## src/rtl/aes_pkg.sv

```systemverilog
// Shared definitions for the iterative AES-128 round controller.
// Contents:
//   aes_state_e   - controller FSM states
//   AES128_ROUNDS - number of rounds for AES-128
//   ROUND_W       - width of the round index bus (dp_round)
//   RCON_INIT     - first key-expansion round constant
//   xtime()       - multiply-by-x in GF(2^8), used to step the round constant
package aes_pkg;

    typedef enum logic [2:0] {
        IDLE = 3'd0,
        LOAD = 3'd1,
        STEP = 3'd2,
        WAIT = 3'd3,
        DONE = 3'd4
    } aes_state_e;

    localparam int AES128_ROUNDS = 10;
    localparam int ROUND_W       = 4;

    localparam logic [7:0] RCON_INIT = 8'h01;

    // Multiply by x modulo the AES polynomial x^8+x^4+x^3+x+1.
    function automatic logic [7:0] xtime(input logic [7:0] b);
        return {b[6:0], 1'b0} ^ (b[7] ? 8'h1B : 8'h00);
    endfunction

endpackage

```

## src/rtl/aes_rcon_gen.sv

```systemverilog
// Key-expansion round-constant register.
// Ports:
//   clk       - clock, rising edge
//   rst       - asynchronous active-high reset, loads RCON_INIT
//   init_i    - reload RCON_INIT (start of a job or abort)
//   advance_i - step the constant to the next round (xtime)
//   rcon_o    - current round constant
// init_i wins over advance_i.
module aes_rcon_gen
    import aes_pkg::*;
(
    input  logic       clk,
    input  logic       rst,
    input  logic       init_i,
    input  logic       advance_i,
    output logic [7:0] rcon_o
);

    logic [7:0] rcon_q;
    logic [7:0] rcon_d;

    // Next round constant: reload, step, or hold.
    always_comb begin
        rcon_d = rcon_q;
        if (init_i) begin
            rcon_d = RCON_INIT;
        end else if (advance_i) begin
            rcon_d = xtime(rcon_q);
        end else begin
            rcon_d = rcon_q;
        end
    end

    // Round-constant register.
    always_ff @(posedge clk or posedge rst) begin
        if (rst) begin
            rcon_q <= RCON_INIT;
        end else begin
            rcon_q <= rcon_d;
        end
    end

    assign rcon_o = rcon_q;

endmodule

```

## src/rtl/aes_round_ctrl.sv

```systemverilog
// Iterative AES-128 encryption sequencer. Accepts one job at a time and
// steps the shared round datapath through the initial key addition and
// ROUNDS rounds, then presents the result until the consumer takes it.
// Parameters:
//   ROUNDS - number of rounds (last one skips mix-columns)
//   DP_LAT - registered latency of one datapath round, >= 1
// Ports:
//   clk, rst            - clock, asynchronous active-high reset
//   in_valid/in_ready   - job request handshake (key/plaintext on datapath bus)
//   out_valid/out_ready - result handshake (ciphertext in datapath state reg)
//   flush               - synchronous abort, back to IDLE next cycle
//   dp_load             - datapath captures plaintext^key and key
//   dp_step             - datapath starts one round
//   dp_final            - qualifies dp_step: skip mix-columns
//   dp_round            - round index 1..ROUNDS while dp_step, else 0
//   rcon                - key-expansion round constant for the current round
//   busy                - controller not IDLE
// Every output is decoded from registers only; in_valid and out_ready
// reach the outputs only through the state register.
module aes_round_ctrl
    import aes_pkg::*;
#(
    parameter int ROUNDS = AES128_ROUNDS,
    parameter int DP_LAT = 1
) (
    input  logic               clk,
    input  logic               rst,
    input  logic               in_valid,
    output logic               in_ready,
    output logic               out_valid,
    input  logic               out_ready,
    input  logic               flush,
    output logic               dp_load,
    output logic               dp_step,
    output logic               dp_final,
    output logic [ROUND_W-1:0] dp_round,
    output logic [7:0]         rcon,
    output logic               busy
);

    // The wait counter only has to reach DP_LAT-1.
    localparam int WAIT_W = (DP_LAT > 1) ? $clog2(DP_LAT) : 1;

    localparam logic [WAIT_W-1:0]  WAIT_ZERO   = {WAIT_W{1'b0}};
    localparam logic [WAIT_W-1:0]  WAIT_ONE    = WAIT_W'(1);
    localparam logic [WAIT_W-1:0]  WAIT_LAST   = WAIT_W'(DP_LAT - 1);
    localparam logic [ROUND_W-1:0] ROUND_ZERO  = {ROUND_W{1'b0}};
    localparam logic [ROUND_W-1:0] ROUND_ONE   = ROUND_W'(1);
    localparam logic [ROUND_W-1:0] ROUND_LAST  = ROUND_W'(ROUNDS);

    aes_state_e         state_q;
    aes_state_e         state_d;
    logic [ROUND_W-1:0] round_q;
    logic [ROUND_W-1:0] round_d;
    logic [WAIT_W-1:0]  wait_q;
    logic [WAIT_W-1:0]  wait_d;

    logic               rcon_init_s;
    logic               rcon_adv_s;

    // Outcome of finishing a round, shared by STEP (DP_LAT==1) and WAIT.
    aes_state_e         adv_state_s;
    logic [ROUND_W-1:0] adv_round_s;
    logic               adv_rcon_s;

    aes_rcon_gen u_rcon_gen (
        .clk       (clk),
        .rst       (rst),
        .init_i    (rcon_init_s),
        .advance_i (rcon_adv_s),
        .rcon_o    (rcon)
    );

    // FSM state register.
    always_ff @(posedge clk or posedge rst) begin
        if (rst) begin
            state_q <= IDLE;
        end else begin
            state_q <= state_d;
        end
    end

    // Round index and datapath-latency wait counter.
    always_ff @(posedge clk or posedge rst) begin
        if (rst) begin
            round_q <= ROUND_ZERO;
            wait_q  <= WAIT_ZERO;
        end else begin
            round_q <= round_d;
            wait_q  <= wait_d;
        end
    end

    // Round-completion decision: either the last round finished or advance.
    always_comb begin
        adv_state_s = STEP;
        adv_round_s = round_q;
        adv_rcon_s  = 1'b0;
        if (round_q == ROUND_LAST) begin
            adv_state_s = DONE;
            adv_round_s = round_q;
            adv_rcon_s  = 1'b0;
        end else begin
            adv_state_s = STEP;
            adv_round_s = round_q + ROUND_ONE;
            adv_rcon_s  = 1'b1;
        end
    end

    // Next-state logic; flush overrides every transition.
    always_comb begin
        state_d     = state_q;
        round_d     = round_q;
        wait_d      = wait_q;
        rcon_init_s = 1'b0;
        rcon_adv_s  = 1'b0;
        if (flush) begin
            // Reloading rcon here keeps every output at its reset value in IDLE.
            state_d     = IDLE;
            round_d     = ROUND_ZERO;
            wait_d      = WAIT_ZERO;
            rcon_init_s = 1'b1;
        end else begin
            case (state_q)
                IDLE: begin
                    if (in_valid) begin
                        state_d = LOAD;
                    end else begin
                        state_d = IDLE;
                    end
                end
                LOAD: begin
                    state_d     = STEP;
                    round_d     = ROUND_ONE;
                    wait_d      = WAIT_ZERO;
                    rcon_init_s = 1'b1;
                end
                STEP: begin
                    if (DP_LAT == 1) begin
                        state_d    = adv_state_s;
                        round_d    = adv_round_s;
                        rcon_adv_s = adv_rcon_s;
                    end else begin
                        state_d = WAIT;
                        wait_d  = WAIT_ONE;
                    end
                end
                WAIT: begin
                    if (wait_q == WAIT_LAST) begin
                        state_d    = adv_state_s;
                        round_d    = adv_round_s;
                        rcon_adv_s = adv_rcon_s;
                    end else begin
                        wait_d = wait_q + WAIT_ONE;
                    end
                end
                DONE: begin
                    if (out_ready) begin
                        state_d = IDLE;
                    end else begin
                        state_d = DONE;
                    end
                end
                default: begin
                    state_d = IDLE;
                end
            endcase
        end
    end

    // Output decode from the state and round registers.
    always_comb begin
        in_ready  = 1'b0;
        out_valid = 1'b0;
        dp_load   = 1'b0;
        dp_step   = 1'b0;
        dp_final  = 1'b0;
        dp_round  = ROUND_ZERO;
        busy      = 1'b1;
        case (state_q)
            IDLE: begin
                in_ready = 1'b1;
                busy     = 1'b0;
            end
            LOAD: begin
                dp_load = 1'b1;
            end
            STEP: begin
                dp_step  = 1'b1;
                dp_final = (round_q == ROUND_LAST);
                dp_round = round_q;
            end
            WAIT: begin
                busy = 1'b1;
            end
            DONE: begin
                out_valid = 1'b1;
            end
            default: begin
                busy = 1'b0;
            end
        endcase
    end

endmodule

```

## config.mk

```make
export PLATFORM = sky130hd
export DESIGN_NAME = aes_round_ctrl
export DESIGN_NICKNAME = d
export VERILOG_FILES = /design/src/rtl/aes_pkg.sv /design/src/rtl/aes_rcon_gen.sv /design/src/rtl/aes_round_ctrl.sv
export SDC_FILE = /design/constraint.sdc
export NUM_CORES = 1
export LEC_CHECK = 0
export CORE_MARGIN = 1
export CORE_UTILIZATION = 46
export CTS_CLUSTER_SIZE = 20
export DETAILED_ROUTE_END_ITERATION = 10
export GPL_ROUTABILITY_DRIVEN = 0
export GPL_TIMING_DRIVEN = 1
export HOLD_SLACK_MARGIN = 0.15
export PLACE_DENSITY_LB_ADDON = 0.3
export SETUP_SLACK_MARGIN = 0.3
export SLEW_MARGIN = 20
export SYNTH_ARGS = -nofsm -noshare
export SYNTH_HDL_FRONTEND = slang
export SYNTH_SLANG_ARGS = --single-unit
export TNS_END_PERCENT = 30
```

## constraint.sdc

```tcl
create_clock -name clk -period 1.7 [get_ports clk]
set_clock_uncertainty 0.05 [all_clocks]
set_input_delay 0.34 -clock clk [delete_from_list [all_inputs] [get_ports clk]]
set_output_delay 0.34 -clock clk [all_outputs]
set_load 0.005 [all_outputs]
```

==> results of run 1 <==
logic make-up after synthesis:
kind of cell,count (synthesis),share of synthesized area
mux,1,0.0120
fa+ha+maj,2,0.0300
xor+xnor,3,0.0315
buf+inv,10,0.0585
simple gates,32,0.231
flops,15,0.451
compound gates,25,0.186
placed cells by master, fill, tap and decap left out, types with 4 or more instances in the layout:
master and instances:
sky130_fd_sc_hd__buf_6 19, sky130_fd_sc_hd__buf_4 15, sky130_fd_sc_hd__dfrtp_1 11, sky130_fd_sc_hd__a21oi_1 8, sky130_fd_sc_hd__buf_2 7, sky130_fd_sc_hd__nand3_1 6, sky130_fd_sc_hd__o21ai_0 5, sky130_fd_sc_hd__nor2_1 4
sky130_fd_sc_hd__clkdlybuf4s50_1 4
per-stage QoR:
step | TNS [ps] | cells | hold slack (ps)
2_1_floorplan | 0 | 88 | 191
3_3_place_gp | -508 | 149 | 485
3_5_place_dp | -934 | 149 | 496
4_1_cts | -156 | 163 | 310
5_1_grt | -524 | 165 | 312
6_report | -262 | 165 | 301
layout make-up:
class / instances / area [sq um] / area share
multi-input combinational: 63 / 509 / 0.351
timing repair buffer: 53 / 483 / 0.333
sequential: 15 / 380 / 0.262
tap: 25 / 31.3 / 0.0216
clock buffer: 3 / 22.5 / 0.0155
inverter: 5 / 18.8 / 0.0129
clock inverter: 1 / 5.00 / 0.00345
what timing repair did:
item                                    4_1_cts  5_1_grt
buffers inserted                             10        2
gates resized for setup                      84       14
pin swaps                                    18        8
endpoints found under the setup margin       29       28
registers in the layout (all words and copies together) (netlist names):
signal             count
round_q                4
state_q                3
u_rcon_gen.rcon_o      8
worst max-delay path, delay by kind of cell, from the launching register on:
family,cells,cell delay (ps)
buf+inv,3,290
flops,1,440
simple gates,1,390
how the worst max path moves through the flow:
stage / from / end / cells past startpoint
3_3_place_gp: state_q[1]$_DFF_PP0_ / dp_load / 3
6_report: state_q[0]$_DFF_PP0_ / dp_load / 4
3_5_place_dp: round_q[0]$_DFFE_PP0P_ / dp_final / 5
4_1_cts: round_q[0]$_DFFE_PP0P_ / dp_final / 5
5_1_grt: state_q[0]$_DFF_PP0_ / dp_load / 4
2_1_floorplan: round_q[0]$_DFFE_PP0P_ / dp_final / 5
power groups by stage:
stage	logic, mW	registers, mW	clock network (mW)
3_3_place_gp	0.165	0.393	0
2_1_floorplan	0.0751	0.391	0
4_1_cts	0.227	0.388	0.209
5_1_grt	0.262	0.391	0.232
3_5_place_dp	0.170	0.395	0
6_report	0.249	0.390	0.217
metal layers:
layer	GRT usage	up-vias	share of wire
met5	0	-	0
met4	0.0788	0	0.021
met3	0.0490	10	0.074
met2	0.553	61	0.50
met1	0.413	461	0.41
li1	-	423	-
==> metrics.log, run 1 <==
INFO  metric ctsHoldBuffers = 0
INFO  metric cp_slowest_cell = sky130_fd_sc_hd__dfrtp_2
INFO  metric start_util = 0.489
INFO  metric max-clock-path-buffers = 2
INFO  metric layout.cell_area.non_filler = 1450 sq um
INFO  metric diodes = 0
INFO  metric vias = 955
INFO  metric synth.top_cells.by_count = sky130_fd_sc_hd__dfrtp_1 (14), sky130_fd_sc_hd__a21oi_1 (10), sky130_fd_sc_hd__nand3_1 (7), sky130_fd_sc_hd__nor2_1 (5), sky130_fd_sc_hd__o21ai_0 (5)
INFO  metric endpoint_kind = output pin
INFO  metric worstPathCellList = buf_6, or3b_4, inv_2, buf_6
INFO  metric timing.slew.headroom = 0.779
INFO  metric dpl_worst_slack = -154 ps
INFO  metric startpoint_class = register
INFO  metric reg2reg_slack = 10 ps
INFO  metric internal_power = 0.596 mW
INFO  metric max_cap_check_violation_count = 0
INFO  metric switching_power = between 0.2 and 0.3 mW
INFO  metric first_pass_grt_wire_length = 4460 um
INFO  metric regToRegEndpoint = round_q[0]$_DFFE_PP0P_
INFO  metric postSynth.asyncResetShare = 1.00
INFO  metric fmaxAchievable = 0.559 GHz
INFO  metric finalMaxSlewViolations = 0
INFO  metric synth.net_count = 95
INFO  metric pnr_total_power = ~0.86 mW
INFO  metric detail_route.vias_per_cell = 5.79
INFO  metric floorplan.die.width = 44.6 um
INFO  metric ff2ff_path_depth = 9
INFO  metric worst_skew_pair.late_latency = between 200 and 300 ps
INFO  metric drtIter0Drc = 47
INFO  metric critPathMostFrequentCell = sky130_fd_sc_hd__buf_6
INFO  metric pwr-share-clk = 0.254
INFO  metric final_nets = 148
INFO  metric power.ir.vdd_worst = 630 uV
INFO  metric placement.cell_area = around 1200 sq um
INFO  metric design.portCount = 23
INFO  metric grt_max_degree = 16
INFO  metric tritoncts_clock_tree = built
INFO  metric drc_markers = 0
INFO  metric die-area = 1990 sq um
INFO  metric syn_area_per_cell = 9.48 sq um
INFO  metric yosysUniqueCellTypes = 37
INFO  metric synth.ff_latch_count = 15
INFO  metric drtPass1Iterations = 5
INFO  metric cpPeakStageDelay = around 440 ps
INFO  metric worstPathMaxFanout = 4
INFO  metric final_core_util = 0.849
INFO  metric timing_worst_setup_path_type = register to output pin
INFO  metric timing.final.setup_violations = 5
INFO  metric r2r_startpoint = state_q[0]$_DFF_PP0_
INFO  metric seq_power_share = 0.455
INFO  metric worst_slew_pin_slew = 328 ps
INFO  metric failed_checks = setup timing
INFO  metric post_drt_wl_per_cell = 18.5 um
INFO  metric route.antenna.remaining_nets = 0
INFO  metric clkSinkCount = 15
INFO  metric cts_buffers = 3
INFO  metric clkTransAtPathRegs = ~100 ps
INFO  metric switching_share = 0.305
INFO  metric cell_with_the_most_instances_after_synthesis = sky130_fd_sc_hd__dfrtp_1
INFO  metric hold_viol = 0
INFO  metric min-delay-path-class = primary input to asynchronous set/reset pin
INFO  metric layout_min_cycle_time = 1790 ps
INFO  metric chipHeight = 44.6 um
INFO  metric leakage = 0.667 nW
INFO  metric setup_repair_after_global_routing_missed_its_margin = yes
INFO  metric dominant_cells_by_area_after_synthesis = sky130_fd_sc_hd__dfrtp_1 (42%), sky130_fd_sc_hd__a21oi_1 (6.0%), sky130_fd_sc_hd__nand3_1 (4.2%), sky130_fd_sc_hd__dfstp_2 (3.1%), sky130_fd_sc_hd__xnor2_1 (3.1%)
INFO  metric first_global_vias = 910
INFO  metric netlist.top_cell.by_area = sky130_fd_sc_hd__dfrtp_1
INFO  metric pwr_density_cell = 591 nW/um^2
INFO  metric grt_util_all_layers = 0.319
INFO  metric io_buffer_count = 22
INFO  metric finalWirelength = 3060 um
INFO  metric placementRows = 15
INFO  metric min_period_over_period = 1.05
INFO  metric globalRouteOverflowTotal = 0
INFO  metric worst_slack = -88.3 ps
INFO  metric worst-endpoint-required = around 1300 ps
INFO  metric outcome = finished with violations
INFO  metric synth_top_area_share = 0.420
INFO  metric cts_root_buf = sky130_fd_sc_hd__clkbuf_4
INFO  metric netlist_instances = slightly below 90
INFO  metric filler_cell_count = 83
INFO  metric share_of_synthesized_area_occupied_by_flip_flops_and_latches = 0.451
INFO  metric htree_num_levels = 1
INFO  metric combPwrFrac = 0.291
INFO  metric crit_path_dat = approximately 1400 ps
INFO  metric dpl.hpwl = 1730 um
INFO  metric syn_to_final_growth = 73.8%
INFO  metric ys.flop_type = sky130_fd_sc_hd__dfrtp_1
INFO  metric placeableCoreArea = 1710 sq um
INFO  metric drive_above_1_share = 0.521
INFO  metric synth_enable_flop_cells = 0
INFO  metric grt_antenna_before_repair = 0
INFO  metric synthesis.yosys.warnings = 0
INFO  metric post_synthesis_instance_area = around 830 sq um
No activity file was read; power rests on OpenSTA's default activity.
==> run 2, diff against run 1 <==
--- a/config.mk
+++ b/config.mk
@@ -7,7 +7,7 @@
 export LEC_CHECK = 0
 export CORE_MARGIN = 1
 export CORE_UTILIZATION = 46
-export CTS_CLUSTER_SIZE = 20
+export CTS_CLUSTER_SIZE = 25
 export DETAILED_ROUTE_END_ITERATION = 10
 export GPL_ROUTABILITY_DRIVEN = 0
 export GPL_TIMING_DRIVEN = 1
==> results of run 2 <==
No change in the layout: final DEF, timing and power equal those of run 1.
==> edit: new RTL, config.mk and constraints of run 1 <==
`DP_LAT`: 1 -> 2. Comments in the files are not updated.
--- a/src/rtl/aes_round_ctrl.sv
+++ b/src/rtl/aes_round_ctrl.sv
@@ -22,5 +22,5 @@
 #(
     parameter int ROUNDS = AES128_ROUNDS,
-    parameter int DP_LAT = 1
+    parameter int DP_LAT = 2
 ) (
     input  logic               clk,
Formal check against the unedited RTL: not equivalent (Yosys sat finds a counterexample within 4 cycles, from zero or initial values and one cycle with rst high).
==> edit against run 1 <==
- critical path depth up 2
- hold slack improved by 0.0070 ns
- wire length shrank 3.3%
- global-route usage decreased by 5.3 points
- count of clock-buffer cells in the layout rose by 1
- sequential cell count is 1 higher
- clock power increased by 18%
- area after synthesis rose by 19%
- cell area grew 3.6%
- setup slack worse by 0.053 ns
- total power is 5.8% higher
- largest cell class unchanged
- the flow still finishes with violations (negative setup slack)
- utilization shrank 9.8 points
- die area rose by 18%
==> edit: results (changes against run 1) <==
metric	value	unit	change
internal_power	640	µW	was 596 µW
cts_resized	67		was 84
seq_area_frac_synth	0.405		was 0.451
met2WireLength	1.45	mm	was 1.52 mm
setup-violations-final	8		was 5
cts_setup_buffers	4		was 10
grt_pass1_wl	4.78	mm	was 4.46 mm
hpwl	1.87	mm	was 1.73 mm
routed_via_density	5.79		about the same
multiInputGateArea	621	µm²	was 509 µm²
dp_slack	-0.116	ns	was -0.154 ns
clkbuf_count	4		was 3
nets	161		was 148
status	finished, violations left		unchanged
grt_util_met2	0.418		was 0.553
worst_slack	-0.141	ns	was -0.0883 ns
synth-xor-area-share	0.0354		was 0.0315
cp_top_family	flip-flops		unchanged
synth_common_cells	15 x dfrtp_1, 7 x nor2_1		was 14 x dfrtp_1, 10 x a21oi_1, 7 x nand3_1
met1_usage	0.349		was 0.413
cp_slowest_stage_delay	0.40	ns	was 0.44 ns
arrival	1.45	ns	was 1.40 ns
num-multi-input-gates	80		was 63
grt_pass1_vias	1017		was 910
grt_start_max_net_pins	17		was 16
synth-adder-area-share	0.0253		was 0.0300
setup_tns	-0.683	ns	was -0.262 ns
wl_met1	1.31	mm	was 1.25 mm
cpMaxStageDelayCell	dfrtp_1		was dfrtp_2
grt_util_all_layers	0.265		was 0.319
area_share_nonclk_buffers	0.262		was 0.333
crit_start	state_q[1]$_DFFE_PP0P_		was state_q[0]$_DFF_PP0_
synth.area.top_cells	dfrtp_1 38%, a31oi_1 3.8%, and2_1 3.8%		was dfrtp_1 42%, a21oi_1 6.0%, nand3_1 4.2%
violations	negative setup slack		unchanged
p_leak	0.000684	µW	was 0.000667 µW
synthMuxAreaShare	0		was 0.0120
fillers	152		was 83
drtIter0Drc	37		was 47
synthesis.nets	118		was 95
synth_compound_area_frac	0.186		about the same
met3_wirelength	136	µm	was 225 µm
final_cells	180		was 165
inverters	4		was 5
nNonClkBuffers	49		was 53
seqCellArea	403	µm²	was 380 µm²
seq_cell_count	16		was 15
sh_seq_area	0.268		was 0.262
tightest_slew	0.416	ns	was 0.328 ns
core_area	0.00200	mm²	was 0.00171 mm²
-- edit: power by group through the flow --
| stage | clock network, µW | registers (µW) | logic (µW) |
|---|---|---|---|
| 6_report | 255 | 403 | 249 |
| 5_1_grt | 276 | 404 | 267 |
| 4_1_cts | 262 | 403 | 228 |
| 3_5_place_dp | 0 | 408 | 212 |
| 3_3_place_gp | 0 | 408 | 206 |
| 2_1_floorplan | 0 | 406 | 109 |
-- edit: worst paths after layout --
check                      slack [ns]  cells after the start                               end
setup reg to reg                -0.07                      6            round_q[1]$_DFFE_PP0P_
hold reg to reg                  0.52                      2  u_rcon_gen.rcon_o[6]$_DFFE_PP0P_
min in group clk                 0.52                      2  u_rcon_gen.rcon_o[6]$_DFFE_PP0P_
hold / removal                   0.31                      3            state_q[0]$_DFFE_PP0P_
setup / recovery                -0.14                      6                       dp_round[0]
max in group asynchronous        1.04                      3  u_rcon_gen.rcon_o[0]$_DFFE_PP1P_
